**src/rtl/pipe_share_ctrl.sv**
```systemverilog
// Round-robin shared fixed-latency delay pipeline for two requesters.
// Optional freeze input enabled by defining PIPE_SHARE_STALL_EN.
module pipe_share_ctrl #(
    parameter int unsigned WIDTH = 3,
    parameter int unsigned DEPTH = 4
) (
    input  logic             clk,
    input  logic             rst_n,
    input  logic             req0,
    input  logic [WIDTH-1:0] din0,
    input  logic             req1,
    input  logic [WIDTH-1:0] din1,
    input  logic             flush,
`ifdef PIPE_SHARE_STALL_EN
    input  logic             stall,
`endif
    output logic             gnt0,
    output logic             gnt1,
    output logic [WIDTH-1:0] dout,
    output logic             dout_valid,
    output logic             dout_id,
    output logic             busy
);

    logic             hold;
    logic             block;
    logic             last_id;
    logic [DEPTH-1:0] vld_q, vld_d;
    logic [DEPTH-1:0] id_q, id_d;
    logic [WIDTH-1:0] dat_q [DEPTH];
    logic [WIDTH-1:0] dat_d [DEPTH];

`ifdef PIPE_SHARE_STALL_EN
    assign hold = stall;
`else
    assign hold = 1'b0;
`endif

    // Reset, flush and stall all suppress acceptance so no token is lost.
    assign block = !rst_n || flush || hold;

    always_comb begin
        gnt0 = 1'b0;
        gnt1 = 1'b0;
        if (!block) begin
            if (req0 && req1) begin
                gnt0 = last_id;
                gnt1 = !last_id;
            end else begin
                gnt0 = req0;
                gnt1 = req1;
            end
        end
    end

    always_comb begin
        vld_d = vld_q;
        id_d  = id_q;
        for (int unsigned k = 0; k < DEPTH; k++) begin
            dat_d[k] = dat_q[k];
        end
        if (flush) begin
            vld_d = '0;
            id_d  = '0;
            for (int unsigned k = 0; k < DEPTH; k++) begin
                dat_d[k] = '0;
            end
        end else if (!hold) begin
            vld_d[0] = gnt0 | gnt1;
            id_d[0]  = gnt1;
            dat_d[0] = gnt0 ? din0 : (gnt1 ? din1 : '0);
            for (int unsigned k = 1; k < DEPTH; k++) begin
                vld_d[k] = vld_q[k-1];
                id_d[k]  = id_q[k-1];
                dat_d[k] = dat_q[k-1];
            end
        end
    end

    always_ff @(posedge clk or negedge rst_n) begin
        if (!rst_n) begin
            vld_q   <= '0;
            id_q    <= '0;
            for (int unsigned k = 0; k < DEPTH; k++) begin
                dat_q[k] <= '0;
            end
            last_id <= 1'b1;
            busy    <= 1'b0;
        end else begin
            vld_q <= vld_d;
            id_q  <= id_d;
            for (int unsigned k = 0; k < DEPTH; k++) begin
                dat_q[k] <= dat_d[k];
            end
            if (gnt0) begin
                last_id <= 1'b0;
            end else if (gnt1) begin
                last_id <= 1'b1;
            end
            busy <= |vld_d;
        end
    end

    assign dout       = dat_q[DEPTH-1];
    assign dout_valid = vld_q[DEPTH-1];
    assign dout_id    = id_q[DEPTH-1];

endmodule
```
**config.mk**
```make
export PLATFORM = sky130hd
export DESIGN_NAME = pipe_share_ctrl
export DESIGN_NICKNAME = d
export VERILOG_FILES = /design/src/rtl/pipe_share_ctrl.sv
export SDC_FILE = /design/constraint.sdc
export NUM_CORES = 1
export LEC_CHECK = 0
export ABC_CLOCK_PERIOD_IN_PS = 1300
export CAP_MARGIN = 40
export CORE_UTILIZATION = 47
export CTS_CLUSTER_SIZE = 40
export DETAILED_ROUTE_END_ITERATION = 16
export MAX_ROUTING_LAYER = met4
export PLACE_DENSITY = 0.76
export SKIP_LAST_GASP = 1
export SYNTH_ARGS = -nofsm -noshare
export SYNTH_HDL_FRONTEND = slang
export SYNTH_SLANG_ARGS = --single-unit
```
**constraint.sdc**
```tcl
create_clock -name clk -period 1.3 [get_ports clk]
set_clock_uncertainty 0.05 [all_clocks]
set_input_delay 0.195 -clock clk [delete_from_list [all_inputs] [get_ports clk]]
set_output_delay 0.195 -clock clk [all_outputs]
set_load 0.02 [all_outputs]
```
* Word-level counts from Yosys, hierarchy flattened
Cells that the tools add are included.
** Cells by class
- Muxes and demuxes :: 11
- Bitwise gates (word level) :: 1
- Reduce and logical (&&, ||, !) cells :: 6
** Operators with widths (count)
- $mux 12 :: 1
- $mux 4 :: 2
- $mux 1 :: 6
- $mux 3 :: 2
- $reduce_or 4->1 :: 1
- $logic_not 1->1 :: 2
- $reduce_bool 2->1 :: 1
- $logic_and 1x1->1 :: 1
- $logic_or 1x1->1 :: 1
- $or 1x1->1 :: 1
** Storage, ports and cells
- Bits in registers :: 22
- Word-level logic and storage cells :: 26

* Logic depth before layout (Yosys ltp)
- Depth in word-level cells :: 6
- Mapped depth :: 4
- Gate-level depth less buffers :: 3

* Worst setup path before layout
OpenSTA, ideal clock, no wires.
- Kind :: reg-to-output
- Start :: register last_id
- End :: output port gnt0
- Path slack :: 43 ps
- Path buffers :: 0
- Stages on the path, launching flop included :: 4
- Data arrival time :: 1012 ps
- Path through :: dfstp_2 -> nand2b_1 -> nand2_1 -> nor2_1
** On the way
- Cells in the longest elaborated chain, start to end :: 2
** Ends and longest elaborated chain
- start, declared :: RTL line 27 : logic last_id;
- start signal, assigned :: RTL line 87 : last_id <= 1'b1;
- start signal, assigned :: RTL line 96 : last_id <= 1'b0;
- start signal, assigned :: RTL line 98 : last_id <= 1'b1;
- $mux 1 :: RTL line 46 : if (req0 && req1) begin
- $mux 1 :: RTL line 45 : if (!block) begin
- end, declared :: RTL line 17 : output logic gnt0,
No other way between the ends.

* Worst setup path after layout
Same ends and word-level chain as after synthesis.

==> results.md <==
- Syn nets: between 70 and 80
- Die width: 43.8 microns
- Core area: between 1500 and 2000 sq um
- Max Fclk: 656 MHz
- Worst-margin pin slew: between 200 and 300 ps
- Minimum clock period: approximately 1500 ps
- DP Wirelength: about 970 microns
- DR pass1 iterations: 9
- # rows: 14
- Synth warnings: 0
- Maximum root-to-sink buffer count: 2
- Final Hold Viols: 0
- Synth Area in Adders: 0
- Setup-failing EPs final: 3
- Global-route wire length before repair: about 2.2 mm
- IO Pins: 19
- Antenna cells: 0
- Layout area overhead: 36.8%
- Synth Area in XOR/XNOR: 0
- GR Util All Layers: 0.180
- Outcome: finished with violations
- Largest area contributor in the netlist: dfrtp_1
- Filler instances: ~130
- Placed Area: ~1100 sq um
- Post-CTS Hold Fix Bufs: 0
- Critical Path End Type: primary output
- Leakage: 0.585 nW
- Grt ovf: 0
- VDD IR max: 0.673 mV
- Port bufs: 18
- Placed instance count: 100
- Startpoint types: register
- Overall power: ~1.4 mW
- RSZ-0062 raised after global routing: true
- CTS tree: built
- Non-filler instance count after layout: about 110
- Slew Limit Headroom: 0.822
- GPL Wtd Cong: slightly below 0.7
- Hold WS: just over 300 ps
- Worst path required time: between 1000 and 1500 ps
- Layout cell share with drive strength beyond 1: 0.292
- CP Max Fanout: 3
- Synth Flop Type: dfrtp_1
- Vias per cell: between 4 and 5
- Post-synth EDFFs: 0
- PwrDens: between 1000 and 1500 nW/um^2
- Largest family of logic cells by synthesized area: simple AND/OR/NAND/NOR gates
- Largest net degree at the start of global routing: 23
- Initial Util: 0.526
- Layout Nets: 101
- DR vias: between 400 and 500
- DR iter-0 viols: 3
- Synth Area in Simple Gates: 0.223
- Seq cells post-synth: 22
- Post-Syn Instances: between 60 and 70
- Die Y: 43.8 microns
- Data arrival, critical path: 1280 ps
- Crit Path Class: reg2out
- Clk slew on worst S/H paths: about 120 ps
- Worst-Skew Late Latency: around 300 ps
- Top-count cell post-synth: dfrtp_1
- # clock sinks: 22
- Top-area cell type share of the netlist area: 0.641
- Vias in the first global route: 512
- Fin crit share: 1.17
- Clk root buf: clkbuf_4
- Yosys cell types: 18
- Post-route cell area: ~1100 sq um
- Type of the worst min-delay path: in2async
- Die Area: 1910 sq um
- Final slew viol count: 0
- CTS H-tree depth: 1
- Failing checks: design-rule violations, negative setup slack
- Ys async rst share: 1.00
- Post-DRT Antenna Nets: 0
- Sequential share of the synthesized area: 0.673
- Detailed Route WL: roughly 1.3 mm
- Top cells by count, synth: 21 x dfrtp_1, 10 x nor2b_1, 4 x and2b_1, 4 x nor2_1
- Avg WL per Cell: about 13 microns
- Post-synthesis compound-gate area fraction: 0.0534
- Synth Area per Inst: ~13 sq um
- Synth area leaders: dfrtp_1 64%, nor2b_1 7.6%, and2b_4 3.7%
- Max Cap Viol: 0
- DRC: 1
- Final setup margin: -225 ps
- Synth Cell Area: 820 sq um
- Fin util: 0.719
- Initial antenna violation count: 0
- TritonCTS Buffers: 3
- Mux share of post-synthesis cell area: 0
-- power by group --
part	switching (mW)	total (mW)	internal, mW
combinational	0.0768	0.178	0.101
sequential	0.0113	0.727	0.716
clock	0.198	0.509	0.311
total	0.286	1.41	1.13
-- registers in the layout, summed over array words and instances (netlist names) --
signal and count:
busy 1, dat_q 9, dout 3, id_q 4, last_id 1, vld_q 4
-- through the flow --
| step | worst slack, ps | setup TNS, ps |
|---|---|---|
| after floorplan | 43.3 | 0 |
| after global placement | -562 | -1840 |
| after detailed placement | -551 | -2040 |
| after CTS | -247 | -546 |
| after global routing | -314 | -706 |
| final | -225 | -517 |
-- cell usage in the layout (no fill, tap or decap) --
cell	synthesis	final
a21boi_1	1	1
a32oi_1	3	3
and2b_1	4	4
and2b_4	3	3
buf_2	0	1
buf_4	3	11
buf_6	1	1
bufinv_16	0	1
clkbuf_4	0	3
clkdlybuf4s50_1	0	10
dfrtp_1	21	21
dfstp_2	1	1
dlygate4sd2_1	0	6
inv_1	1	1
nand2_1	1	1
nand2b_4	0	2
nor2_1	4	4
nor2_2	1	1
nor2_4	1	1
nor2b_1	10	10
o21ai_0	2	2
or4_4	1	1
-- final timing paths --
check,endpoint,slack [ps],cells after the start,from
worst min-delay path,dat_q[5]$_DFF_PN0_,310,2,rst_n
min in group clk,id_q[3]$_DFF_PN0_,420,1,id_q[2]$_DFF_PN0_
worst min register to register,id_q[3]$_DFF_PN0_,420,1,id_q[2]$_DFF_PN0_
worst max-delay path,gnt0,-230,4,last_id$_DFFE_PN1P_
worst max register to register,busy$_DFF_PN0_,60,2,vld_q[1]$_DFF_PN0_
max in group asynchronous,last_id$_DFFE_PN1P_,620,2,rst_n
-- critical path: stages (launching register included) --
cell,delay [ps]
dfstp_2,570
nand2b_4,130
nand2_1,50
nor2_1,90
buf_4,150
-- area by class of cell --
| class | count | area (sq um) | area share |
|---|---|---|---|
| clock inverter | 1 | 30.0 | 0.0268 |
| tap | 16 | 20.0 | 0.0179 |
| multi-input combinational | 33 | 241 | 0.215 |
| sequential | 22 | 552 | 0.492 |
| clock buffer | 3 | 22.5 | 0.0201 |
| timing repair buffer | 29 | 251 | 0.224 |
| inverter | 1 | 3.75 | 0.00335 |
-- routing by layer --
metal / global-route usage / routed length [microns] / up-vias
li1: - / - / 247
met1: 0.176 / 526 / 233
met2: 0.325 / 727 / 17
met3: 0.0417 / 60 / 2
met4: 0.0938 / 16 / 0
met5: - / 0 / -
-- what timing repair did --
item	in CTS	in global routing
buffers inserted	1	0
resized for setup	18	0
setup endpoints to repair	9	3
-- cells by family after synthesis --
kind of cell	after synthesis
compound gates	6
buf+inv	6
simple gates	27
flops	22
(Power assumes the default switching activity.)
